$ cat config.mk
export PLATFORM = sky130hd
export DESIGN_NAME = count_seq_ctrl
export DESIGN_NICKNAME = d
export VERILOG_FILES = /design/src/rtl/count_seq_pkg.sv /design/src/rtl/count_seq_ctrl_core.sv /design/src/rtl/count_seq_ctrl.sv
export SDC_FILE = /design/constraint.sdc
export NUM_CORES = 1
export LEC_CHECK = 0
export ABC_CLOCK_PERIOD_IN_PS = 3900
export CORE_ASPECT_RATIO = 1.25
export CORE_UTILIZATION = 54
export CTS_CLUSTER_DIAMETER = 60
export DETAILED_ROUTE_END_ITERATION = 10
export PLACE_DENSITY = 0.84
export SLEW_MARGIN = 20
export SYNTH_ARGS = -nofsm -noshare
export SYNTH_HDL_FRONTEND = slang
export SYNTH_SLANG_ARGS = --single-unit
$ cat constraint.sdc
create_clock -name clk -period 3.9 [get_ports clk]
set_input_delay 0.78 -clock clk [delete_from_list [all_inputs] [get_ports clk]]
set_output_delay 0.78 -clock clk [all_outputs]
set_load 0.005 [all_outputs]
$ cat src/rtl/count_seq_pkg.sv
// count_seq_pkg: shared types and defaults for the gated event-counting sequencer.
//   state_e          - measurement FSM states (IDLE, CLEAR, GATE, HOLD)
//   COUNT_WIDTH_DEF  - default counter/result width
//   GATE_W_DEF       - default gate-length field width
package count_seq_pkg;

  typedef enum logic [1:0] {
    ST_IDLE  = 2'd0,
    ST_CLEAR = 2'd1,
    ST_GATE  = 2'd2,
    ST_HOLD  = 2'd3
  } state_e;

  localparam int COUNT_WIDTH_DEF = 8;
  localparam int GATE_W_DEF      = 8;

endpackage

$ cat src/rtl/count_seq_ctrl_core.sv
// count_core: enable/clear event counter.
// Build option: COUNT_SAT_EN - when defined the counter saturates at all-ones,
// otherwise it wraps modulo 2^WIDTH.
// Ports:
//   clk    in   clock, rising edge
//   reset  in   synchronous, active-high
//   clr    in   clear counter to zero (has priority over en)
//   en     in   increment enable
//   count  out  WIDTH-bit counter value (registered)
//   wrap   out  an increment is being attempted at the maximum value this cycle
module count_core
  import count_seq_pkg::*;
#(
  parameter int WIDTH = COUNT_WIDTH_DEF
) (
  input  logic             clk,
  input  logic             reset,
  input  logic             clr,
  input  logic             en,
  output logic [WIDTH-1:0] count,
  output logic             wrap
);

  localparam logic [WIDTH-1:0] CNT_MAX = {WIDTH{1'b1}};

  logic [WIDTH-1:0] count_d;
  logic [WIDTH-1:0] count_q;

  // The overflow owner needs to know about the attempt, independent of mode.
  assign wrap  = en & ~clr & (count_q == CNT_MAX);
  assign count = count_q;

  // Next counter value: clear, hold, increment, or wrap/saturate at max.
  always_comb begin
    count_d = count_q;
    if (clr) begin
      count_d = {WIDTH{1'b0}};
    end else if (en) begin
      if (count_q == CNT_MAX) begin
`ifdef COUNT_SAT_EN
        count_d = CNT_MAX;
`else
        count_d = {WIDTH{1'b0}};
`endif
      end else begin
        count_d = count_q + {{(WIDTH-1){1'b0}}, 1'b1};
      end
    end else begin
      count_d = count_q;
    end
  end

  // Counter register.
  always_ff @(posedge clk) begin
    if (reset) begin
      count_q <= {WIDTH{1'b0}};
    end else begin
      count_q <= count_d;
    end
  end

endmodule

$ cat src/rtl/count_seq_ctrl.sv
// count_seq_ctrl: gated event-counting sequencer. Each accepted start clears
// the counter, counts event_in over gate_len cycles, then offers the count on a
// valid/ready result port.
// Build option: COUNT_SAT_EN (passed through to count_core) selects saturating
// instead of wrapping counter arithmetic; overflow behaves the same either way.
// Ports:
//   clk, reset        clock / synchronous active-high reset
//   start             request measurement (sampled only in IDLE)
//   abort             cancel measurement in CLEAR or GATE
//   gate_len          window length in cycles, latched on start
//   event_in          counted once per cycle while in GATE
//   busy              high outside IDLE
//   result            measured count, valid with result_valid
//   result_valid      result handshake valid
//   result_ready      result handshake ready
//   overflow          counter was incremented at its max during this measurement
module count_seq_ctrl
  import count_seq_pkg::*;
#(
  parameter int WIDTH  = COUNT_WIDTH_DEF,
  parameter int GATE_W = GATE_W_DEF
) (
  input  logic              clk,
  input  logic              reset,
  input  logic              start,
  input  logic              abort,
  input  logic [GATE_W-1:0] gate_len,
  input  logic              event_in,
  output logic              busy,
  output logic [WIDTH-1:0]  result,
  output logic              result_valid,
  input  logic              result_ready,
  output logic              overflow
);

  state_e            state_d, state_q;
  logic [GATE_W-1:0] timer_d, timer_q;
  logic              overflow_d, overflow_q;
  logic              busy_d, busy_q;
  logic              valid_d, valid_q;

  logic              cnt_clr_s;
  logic              cnt_en_s;
  logic              cnt_wrap_s;
  logic [WIDTH-1:0]  cnt_count_s;

  // Counter is also cleared on start acceptance so a zero-length window goes
  // straight to HOLD with a zero result.
  assign cnt_clr_s = ((state_q == ST_IDLE) & start) | (state_q == ST_CLEAR);
  assign cnt_en_s  = (state_q == ST_GATE) & event_in;

  count_core #(.WIDTH(WIDTH)) u_core (
    .clk   (clk),
    .reset (reset),
    .clr   (cnt_clr_s),
    .en    (cnt_en_s),
    .count (cnt_count_s),
    .wrap  (cnt_wrap_s)
  );

  // FSM next-state, window timer and sticky overflow.
  always_comb begin
    state_d    = state_q;
    timer_d    = timer_q;
    overflow_d = overflow_q;
    case (state_q)
      ST_IDLE: begin
        if (start) begin
          timer_d    = gate_len;
          overflow_d = 1'b0;
          if (gate_len == {GATE_W{1'b0}}) begin
            state_d = ST_HOLD;
          end else begin
            state_d = ST_CLEAR;
          end
        end else begin
          state_d = ST_IDLE;
        end
      end
      ST_CLEAR: begin
        overflow_d = 1'b0;
        if (abort) begin
          state_d = ST_IDLE;
        end else begin
          state_d = ST_GATE;
        end
      end
      ST_GATE: begin
        overflow_d = overflow_q | cnt_wrap_s;
        // abort takes priority even on the final window cycle
        if (abort) begin
          state_d = ST_IDLE;
        end else begin
          timer_d = timer_q - GATE_W'(1);
          if (timer_q == GATE_W'(1)) begin
            state_d = ST_HOLD;
          end else begin
            state_d = ST_GATE;
          end
        end
      end
      ST_HOLD: begin
        // result_valid is high throughout HOLD, so ready alone completes it
        if (result_ready) begin
          state_d = ST_IDLE;
        end else begin
          state_d = ST_HOLD;
        end
      end
      default: begin
        state_d = ST_IDLE;
      end
    endcase
    busy_d  = (state_d != ST_IDLE);
    valid_d = (state_d == ST_HOLD);
  end

  // FSM state and registered outputs.
  always_ff @(posedge clk) begin
    if (reset) begin
      state_q    <= ST_IDLE;
      timer_q    <= {GATE_W{1'b0}};
      overflow_q <= 1'b0;
      busy_q     <= 1'b0;
      valid_q    <= 1'b0;
    end else begin
      state_q    <= state_d;
      timer_q    <= timer_d;
      overflow_q <= overflow_d;
      busy_q     <= busy_d;
      valid_q    <= valid_d;
    end
  end

  assign busy         = busy_q;
  assign result_valid = valid_q;
  assign result       = cnt_count_s;
  assign overflow     = overflow_q;

endmodule

==> results.ini <==
[power_and_ir_drop]
power_frac_seq=0.559
p_per_area_mw_per_mm2=295
internal-power_uw=304
peakVddDrop_mv=0.299
clkPwrFrac=0.253
p_switching_uw=122
p_sw_frac=0.287
power_frac_comb=0.188
cellLeakagePower_nw=0.495

[timing]
fin_worst_skew_ps=6.40
finalCritPeriodShare=0.531
tightest_slew_ps=597
setup_viol=0
max_freq_mhz=483
slew_viol_final=0
setup_slack_ps=1830
grt_setup_unrepaired=no
slew_headroom=0.602
whs_ps=477
finalSetupTns_ps=0
hold_viol_final=0
post-route-min-period_ps=2070

[route]
wl_per_cell_um=14.3
drt_iter0_drc=19
drt_drc_violations_left=0
vias=1034
met3_length_um=84
drt_pre_antenna_iters=6
wl_met2_mm=1.27
vias_per_cell=5.94
top_layer=met4
totalWireLength_mm=2.48
drtAntennaViolNets=0
wl_met1_mm=1.06

[clocking]
postCtsHoldBufs=0
cts-root-buf=clkbuf_4
cts_htree_levels=1
clk-insertion-delay-late_ps=310
clkTransAtPathRegs_ps=120
clockBufferDepth=2
post_cts_buffers=0
cts_made_buffers=3
cts_tree=built
cts-resized-gates=0
cts.sinks=21

[critical_path]
critPathMaxFanout=6
path_buf_inv=1
critPathKind=reg2out
slowest_delay_ps=530
cp_slowest_cell=clkdlybuf4s50_1
cp-start-kind=flip-flop
required_ps=3120
crit_family=buffers and inverters
endpoint_kind=output pin
crit_chain=clkdlybuf4s50_1
cp.arrival_ps=1290

[floorplan]
core_mm2=0.00203
initial_core_util=0.590
die_h_um=54.6
io_pins=25
die_x_um=44.1
rows=18
dieArea_mm2=0.00241

[logic_synthesis]
yosys.area_share.adder=0.0314
syn_area_mm2=0.00120
synth-edff-count=0
synth_top_family_by_area=simple AND/OR/NAND/NOR gates
syn_avg_cell_area_um2=9.06
synthXorXnorAreaFrac=0.0513
synth_async_sr_flop_share=0
ys_seq_area_frac=0.351
synthCells=132
ys_ff_latch=21
synth.yosys.warnings=0
yosys.area_share.simple=0.296
synth_largest_area_cell=dfxtp_1
synth_cell_types=46
yosys-top-cells-area=dfxtp_1 (35%), a21oi_1 (3.8%), nor2_1 (3.5%)
synth.area.mux_share=0.0178
synthFlopType=dfxtp_1
synth_top_area_share=0.351
syn-num-nets=149
synth_compound_area_frac=0.204

[layout]
num-nets-final=172
insertedDiodeCount=0
layout_commonest_cell=clkdlybuf4s50_1
final_cell_mix=clkdlybuf4s50_1 (24), dfxtp_1 (21), nor2_1 (11)
layout-drive-gt1-share=0.110
areaGrowthSynthToFinish_pct=20.8

[run]
drv_cap=0

[global_routing]
grt_overflow=0
grt_max_degree=15
grt_pass1_wl_mm=4.02
first_global_vias=929
grt_antenna_before_repair=0
grt_use_total=0.232

[place]
dp_hpwl_mm=1.93
place_congestion=0.812
dpl_worst_slack_ps=1500
io_buffers=24

[run_status]
status=complete, no violations

[min_path]
hold_class=reg2reg

## kinds of logic (layout without fill, tap and decap cells)
family / Yosys count / count (layout)
buf+inv: 10 / 32
flops: 21 / 21
xor+xnor: 7 / 7
simple gates: 56 / 56
fa+ha+maj: 3 / 3
mux: 2 / 2
compound gates: 33 / 33
## final timing paths
check | start | to | slack, ps | depth (start not counted)
setup reg to reg | state_q[1] | timer_q[3] | 1950 | 4
setup / recovery | u_core.count[3] | result[3] | 1830 | 1
hold / removal | overflow | overflow | 480 | 2
hold reg to reg | overflow | overflow | 480 | 2
## cell type report
class / count / area [um^2]
Clock buffer: 4 / 26.3
Tap cell: 20 / 25.0
Fill cell: 171 / 582
Sequential cell: 21 / 420
Timing Repair Buffer: 24 / 240
Inverter: 4 / 15.0
Multi-Input combinational cell: 101 / 718
## state kept, by name, summed over array words and instances (netlist names)
signal,count
state_q,2
timer_q,8
u_core.count,8
busy,1
result_valid,1
overflow,1
## layer usage
metal / global-route usage / vias up
li1: - / 525
met1: 0.247 / 478
met2: 0.422 / 24
met3: 0.0495 / 7
met4: 0.126 / 0
met5: 0 / -
## cells in the mapped netlist (2+ instances only)
cell and n:
dfxtp_1 21, nor2_1 11, a21oi_1 9, nand3_1 7, o21ai_0 6, nand2_1 5, nor3_1 5, a21oi_2 4
inv_1 4, nand2b_1 4, xor2_1 4, a211oi_2 3, ha_1 3, nand4_1 3, xnor2_1 3, a211oi_1 2
a21o_1 2, and2_1 2, and3_1 2, and4_1 2, buf_6 2, nor3b_1 2, nor4_1 2, nor4_2 2
## power by group through the flow
stage               Clock [mW]  Sequential [mW]  Combinational [mW]
floorplan                    0            0.237              0.0587
global placement             0            0.242              0.0782
detailed placement           0            0.243              0.0805
CTS                      0.109            0.238              0.0806
global route             0.120            0.240              0.0890
finish                   0.108            0.238              0.0804
## through the flow
step                      std cells  power, mW  instance area (um^2)   util
after floorplan                 132      0.296                  1200      -
final                           174      0.427                  1450  0.713
after global routing            174      0.449                  1450  0.713
after detailed placement        170      0.324                  1420  0.700
after CTS                       174      0.428                  1450  0.713
after global placement          170      0.321                  1420  0.700
Note: power is estimated with default switching activity, not from simulation.
